===== src/rtl/tl_interval_timer.sv =====
// Interval timer for the highway/farm traffic-light controller: restarts on st and
// reports short (ts) and long (tl) interval expiry in prescaled ticks.
module tl_interval_timer #(
  parameter int unsigned PRESC_DIV  = 50000,
  parameter int unsigned PRESC_W    = 16,
  parameter int unsigned CNT_W      = 8,
  parameter int unsigned TL_DEFAULT = 25,
  parameter int unsigned TS_DEFAULT = 5
) (
  input  logic             clk,
  input  logic             reset_n,
  input  logic             st,
  input  logic             cfg_we,
  input  logic             cfg_sel,
  input  logic [CNT_W-1:0] cfg_data,
  output logic             tl,
  output logic             ts,
  output logic             busy,
  output logic             tick
);

  typedef enum logic [1:0] {StIdle, StCount, StShortDone, StLongDone} state_e;

  localparam logic [PRESC_W-1:0] PrescMax = PRESC_W'(PRESC_DIV - 1);
  localparam logic [CNT_W-1:0]   CntMax   = '1;
  localparam logic [CNT_W-1:0]   TlDef    = CNT_W'(TL_DEFAULT);
  localparam logic [CNT_W-1:0]   TsDef    = CNT_W'(TS_DEFAULT);

  state_e             state_q, state_d;
  logic [PRESC_W-1:0] presc_q, presc_d;
  logic [CNT_W-1:0]   elapsed_q, elapsed_d;
  logic [CNT_W-1:0]   long_sh_q, long_sh_d, short_sh_q, short_sh_d;
  logic [CNT_W-1:0]   long_act_q, long_act_d, short_act_q, short_act_d;
  logic [CNT_W-1:0]   elapsed_inc;
  logic               running;

  always_comb begin
    state_d     = state_q;
    presc_d     = presc_q;
    elapsed_d   = elapsed_q;
    long_sh_d   = long_sh_q;
    short_sh_d  = short_sh_q;
    long_act_d  = long_act_q;
    short_act_d = short_act_q;

    running     = (state_q == StCount) || (state_q == StShortDone);
    tick        = running && (presc_q == PrescMax);
    elapsed_inc = (elapsed_q == CntMax) ? elapsed_q : elapsed_q + CNT_W'(1);

    if (running) begin
      presc_d = tick ? '0 : presc_q + PRESC_W'(1);
    end

    if (cfg_we) begin
      if (cfg_sel) short_sh_d = cfg_data;
      else         long_sh_d  = cfg_data;
    end

    // Active durations take the pre-write shadow, so a same-edge write waits for the next st.
    if (st) begin
      presc_d     = '0;
      elapsed_d   = '0;
      long_act_d  = long_sh_q;
      short_act_d = short_sh_q;
      if (long_sh_q == '0)       state_d = StLongDone;
      else if (short_sh_q == '0) state_d = StShortDone;
      else                       state_d = StCount;
    end else if (tick) begin
      elapsed_d = elapsed_inc;
      if (elapsed_inc >= long_act_q)       state_d = StLongDone;
      else if (elapsed_inc >= short_act_q) state_d = StShortDone;
    end
  end

  always_ff @(posedge clk or negedge reset_n) begin
    if (!reset_n) begin
      state_q     <= StIdle;
      presc_q     <= '0;
      elapsed_q   <= '0;
      long_sh_q   <= TlDef;
      short_sh_q  <= TsDef;
      long_act_q  <= TlDef;
      short_act_q <= TsDef;
    end else begin
      state_q     <= state_d;
      presc_q     <= presc_d;
      elapsed_q   <= elapsed_d;
      long_sh_q   <= long_sh_d;
      short_sh_q  <= short_sh_d;
      long_act_q  <= long_act_d;
      short_act_q <= short_act_d;
    end
  end

  assign ts   = (state_q == StShortDone) || (state_q == StLongDone);
  assign tl   = (state_q == StLongDone);
  assign busy = running;

endmodule

===== config.mk =====
export PLATFORM = sky130hd
export DESIGN_NAME = tl_interval_timer
export DESIGN_NICKNAME = d
export VERILOG_FILES = /design/src/rtl/tl_interval_timer.sv
export SDC_FILE = /design/constraint.sdc
export NUM_CORES = 1
export LEC_CHECK = 0
export ABC_AREA = 1
export ABC_CLOCK_PERIOD_IN_PS = 2000
export CORE_UTILIZATION = 50
export CTS_CLUSTER_SIZE = 16
export DETAILED_ROUTE_END_ITERATION = 7
export PLACE_DENSITY = 0.71
export SYNTH_ARGS = -nofsm -noshare
export SYNTH_HDL_FRONTEND = slang
export SYNTH_SLANG_ARGS = --single-unit

===== constraint.sdc =====
create_clock -name clk -period 2 [get_ports clk]
set_input_delay 0.2 -clock clk [delete_from_list [all_inputs] [get_ports clk]]
set_output_delay 0.2 -clock clk [all_outputs]
set_load 0.1 [all_outputs]

Word-level counts from Yosys, hierarchy flattened
Cells that the tools add are included.

word-level totals
  register bits = 58
  bits in latches = 0
  memory bits (writable) = 0
  ROM bits = 0
  input port bits = 13
  output and inout port bits = 4
  logic and storage cells = 40
  memories = 0

cells by class
  $add $sub $neg = 2
  multipliers = 0
  divide/modulo/power cells = 0
  magnitude comparators = 2
  eq/ne operators = 5
  shifts and indexed selects = 0
  multiplexer cells = 12
  bitwise operators = 1
  reductions and logical operators = 11

operators by type and width
  operator                                        count
  two-way mux 16 bit                              3
  two-way mux 8 bit                               3
  adder 16 x 1 -> 16 bit (second input constant)  1
  == test 16 bit (second input constant)          1
  greater-or-equal comparator 8 bit               2
  logical NOT 8 bit                               2
  two-way mux 2 bit                               6
  adder 8 x 1 -> 8 bit (second input constant)    1
  == test 8 bit (second input constant)           1
  AND reduction 2 bit                             3
  == test 2 bit (second input constant)           2
  nonzero test 2 bit                              2
  nonzero test 3 bit                              1
  == test 2 x 1 -> 1 bit (second input constant)  1
  logical OR 1 bit                                2
  logical AND 1 bit                               1
  inverter 1 bit                                  1

Depth between registers and ports, before layout
  depth in word-level cells = 7
  depth in mapped cells = 18
  mapped depth without buffers = 18

Worst setup path after synthesis
OpenSTA, ideal clock, no wires.

  path type = reg-to-output
  start = register state_q[0]
  end = output port tick
  arrival = 2.123 ns
  data required time = 1.800 ns
  setup slack = -0.323 ns
  cell stages (with the launch flop) = 8
  buffers on the path = 0
  cell sequence = dfrtp_1 > inv_1 > ha_1 > inv_2 > nand4_1 > nor2_1 > nand3_2 > inv_1

on the way
  longest elaborated chain between the ends = 3
  elaborated cells between the ends (all ways) = 4
  classes of those cells = 2 x eq/ne; 2 x reduce/logical

ends and longest elaborated chain
  item                                                     line  RTL
  start, declared                                          29    state_e state_q, state_d;
  start signal, assigned                                   77    state_q <= StIdle;
  start signal, assigned                                   85    state_q <= state_d;
  == test 2 x 1 -> 1 bit or == test 2 bit (tied branches)  46    running = (state_q == StCount) || (state_q == StShortDone);
  logical OR 1 bit (*)                                     46
  via busy                                                 18    output logic busy,
  logical AND 1 bit (*)                                    47    tick = running && (presc_q == PrescMax);
  end, declared                                            19    output logic tick

Mark *: on every way through the listed nets, which the timed path passes. The rest lies on a longest branch.

Worst setup path in the final report
  start = register elapsed_q[1]
  end = register state_q[1]

on the way
  longest elaborated chain between the ends = 6
  elaborated cells between the ends (all ways) = 10
  classes of those cells = 1 x add/sub; 2 x order compare; 1 x eq/ne; 4 x mux; 2 x reduce/logical

ends and longest elaborated chain
  item                                                   line  RTL
  start, declared                                        31    logic [CNT_W-1:0] elapsed_q, elapsed_d;
  start signal, assigned                                 87    elapsed_q <= elapsed_d;
  adder 8 x 1 -> 8 bit or == test 8 bit (tied branches)  48    elapsed_inc = (elapsed_q == CntMax) ? elapsed_q : elapsed_q + CNT_W'(1);
  two-way mux 8 bit (*)                                  48
  greater-or-equal comparator 8 bit                      70    if (elapsed_inc >= long_act_q) state_d = StLongDone;
  two-way mux 2 bit                                      70
  two-way mux 2 bit                                      68    end else if (tick) begin
  two-way mux 2 bit                                      60    if (st) begin

Every way passes the cells marked *; elsewhere a longest branch is shown, timed or not. The select of a mux whose other input is x is not followed.
A chain may end at the register's enable or synchronous reset.

==> flow_summary.toml <==
[status]
status = "complete, but fails checks"
violations = "negative setup slack"

[synth]
syn_nets = 440
synthDistinctLibCells = 33
yosysTopAreaCellShare_pct = 36.9
syn_area_um2 = 3250
ys_seq_area_share_pct = 45.0
yosysWarnings = 0
synth_top_area_cell = "dfrtp_1"
netlist_instances = 407
synth.avg_cell_area_um2 = 7.99
synth_area_leaders = "dfrtp_1 37%, nand2_1 13%, dfstp_2 8.1%"
ys_ff_latch = 58

[placed_design]
place.gp.congestion = 0.835
hpwl_um = 4990
port_buffers = 16
post-place-ws_ns = -0.287

[clock_network]
root_buffer = "clkbuf_8"
clockBufferDepth = 2
numCtsBuffers = 9
tritoncts = "built"
clkTransAtPathRegs_ns = 0.07
htree_levels = 3
clk-insertion-delay-late_ns = 0.35
cts.sinks = 58

[job]
drv_cap = 0

[setup_path]
worstRegToRegCells = 15
r2r_slack_ns = -0.32
r2r-end = "state_q[1]"
cp.required_ns = 2.29
r2r_start = "elapsed_q[1]"
cp_data_arrival_time_ns = 2.60
cp-end-kind = "register"
critPathMaxFanout = 5
critPathLaunchType = "register"
setup.worst_path.class = "register to register"

[timing]
final.setup.worst_slack_ns = -0.315
setup_viol = 2
slew_viol_final = 0
skew_ns = 0.00725
tns_ns = -0.622
min_period_over_period_pct = 116
finalHoldViolCount = 0
rsz0062_at_grt = "true"
layout_min_cycle_time_ns = 2.32
max_freq_mhz = 432
worst_pin_slew_ns = 0.570
slew_headroom_pct = 62.0

[floorplanning]
coreArea_um2 = 6310
ioPinCount = 17
die_area_um2 = 6830
row_count = 29
initial_utilization_pct = 51.5
die_w_um = 82.6
die_h_um = 82.6

[pwr]
leakage_nw = 1.89
clkPwrFrac_pct = 36.2
switching_share_pct = 30.9
comb_power_share_pct = 21.3
powerDensity_nw_per_um2 = 820
p_seq_share_pct = 42.5
p_int_mw = 2.24
ir_drop_mv = 0.661
power.switching_mw = 1.01

[grt]
use_met1_pct = 29.4
grt_pass1_wl_um = 11100
grt_max_degree = 36
track_usage_pct = 21.8
grt_overflow = 0
use_met2_pct = 34.2
antenna_found_initial = 0
gr-usage-met3_pct = 4.29
busiest_layer = "met2"
grt_pass1_vias = 2427

[layout]
multiInputGateArea_um2 = 1610
mostFrequentLayoutCells = "106 x nand2_1, 54 x inv_1, 48 x dfrtp_1, 42 x o21ai_0, 37 x nor2_1"
ff_latch_area_um2 = 1460
drive_above_1_share_pct = 20.3
antenna_cells = 0
layout_commonest_cell = "nand2_1"
areaGrowthSynthToFinish_pct = 21.9
nets = 481
nFillCells = 566

[route]
vias = 2662
drc = 0
via_per_inst = 5.02
wl_per_cell_um = 12.8
routed_wl_um = 6810
ant_nets = 0
drt_iter0_drc = 157
firstDrtPassIters = 5

[worst_hold_path]
hold_path.class = "input port to async pin"
per-layer routing:
metal / up-vias / routed length, um / part of all wire, %
li1: 1371 / - / -
met2: 48 / 3130 / 46
met1: 1230 / 3320 / 49
met3: 13 / 235 / 3.5
met4: 0 / 125 / 1.8
met5: - / 0 / 0
registers in the layout, summed over array words and instances, names as in the netlist:
| name | count |
|---|---|
| long_sh_q | 8 |
| long_act_q | 8 |
| presc_q | 16 |
| state_q | 2 |
| elapsed_q | 8 |
| short_sh_q | 8 |
| short_act_q | 8 |
what timing repair did:
item | CTS | global route
setup endpoints to repair | 3 | 19
buffers inserted | 4 | 1
pin swaps | 0 | 2
gates cloned | 1 | 0
resized for setup | 2 | 12
hold buffers | 1 | 0
endpoints found under the hold margin | 18 | 0
worst max-delay path: stages, from the launching register on:
cell,delay [ns]
dfrtp_1,0.36
ha_2,0.19
nand2_2,0.07
nor3_4,0.26
nand3_4,0.18
o21ai_4,0.26
ha_4,0.25
nand2_2,0.06
nor2_1,0.04
nor2_1,0.08
nand2_1,0.08
a21oi_2,0.16
nand2_2,0.10
nand2_2,0.07
nand2_1,0.05
nand2_1,0.05
metrics by stage:
step / cells / instance area, um2 / power, mW / hold slack, ns / util [%]
2_1_floorplan: 407 / 3270 / 1.84 / -0.0956 / -
3_3_place_gp: 507 / 3620 / 2.04 / 0.221 / 57.4
3_5_place_dp: 507 / 3620 / 2.06 / 0.230 / 57.4
4_1_cts: 529 / 3890 / 3.24 / 0.397 / 61.6
5_1_grt: 530 / 3960 / 3.42 / 0.430 / 62.8
6_report: 530 / 3960 / 3.25 / 0.376 / 62.8
synthesized netlist by cell type:
cell type and instances:
a31oi_1 1, a21oi_1 7, nand3b_1 2, mux2i_1 1, dfstp_2 10, nor2_1 37, o21ai_2 1, nor3_1 10
buf_2 1, clkbuf_1 5, o21bai_1 1, nor2_2 3, nand2_2 3, nor3_4 1, o21ai_1 3, or2_2 1
inv_4 1, inv_1 57, nor2_4 3, nand2_8 1, dfrtp_1 48, nand2_1 112, buf_4 1, xor2_1 8
buf_6 1, nand3_4 2, nand4_1 5, nand3_2 2, nand3_1 12, nor3b_2 1, inv_2 4, ha_1 20
o21ai_0 42
power by group through the flow:
| stage | registers, mW | logic (mW) | clock network [mW] |
|---|---|---|---|
| 6_report | 1.38 | 0.692 | 1.18 |
| 5_1_grt | 1.39 | 0.773 | 1.25 |
| 4_1_cts | 1.38 | 0.672 | 1.19 |
| 3_5_place_dp | 1.40 | 0.660 | 0 |
| 3_3_place_gp | 1.39 | 0.644 | 0 |
| 2_1_floorplan | 1.38 | 0.464 | 0 |
cell families after synthesis:
family / after synthesis / synth area share, %
flip-flops: 58 / 45.0
adder cells (fa/ha/maj): 20 / 7.70
multiplexers: 1 / 0.308
buffers and inverters: 70 / 8.54
AO/OA/AOI/OAI: 55 / 8.70
XOR/XNOR: 8 / 2.15
AND/OR/NAND/NOR: 195 / 27.6
cell type report:
type | count | share of cell area, %
clock inverters | 6 | 2.08
repair buffers | 37 | 8.65
clock buffers | 10 | 3.22
well taps | 77 | 2.43
multi-input cells | 280 | 40.6
flip-flops and latches | 58 | 36.9
inverters | 62 | 6.09
how the worst max path moves through the flow:
stage	start	endpoint	slack, ns	cells after the start
after floorplan	elapsed_q[0]	state_q[1]	-0.02	14
after global placement	elapsed_q[1]	state_q[1]	-0.17	15
after detailed placement	elapsed_q[1]	state_q[1]	-0.29	14
after CTS	elapsed_q[1]	state_q[1]	-0.27	15
after global routing	elapsed_q[0]	state_q[0]	-0.49	15
final	elapsed_q[1]	state_q[1]	-0.32	15
Power figures use the tool's default switching activity.
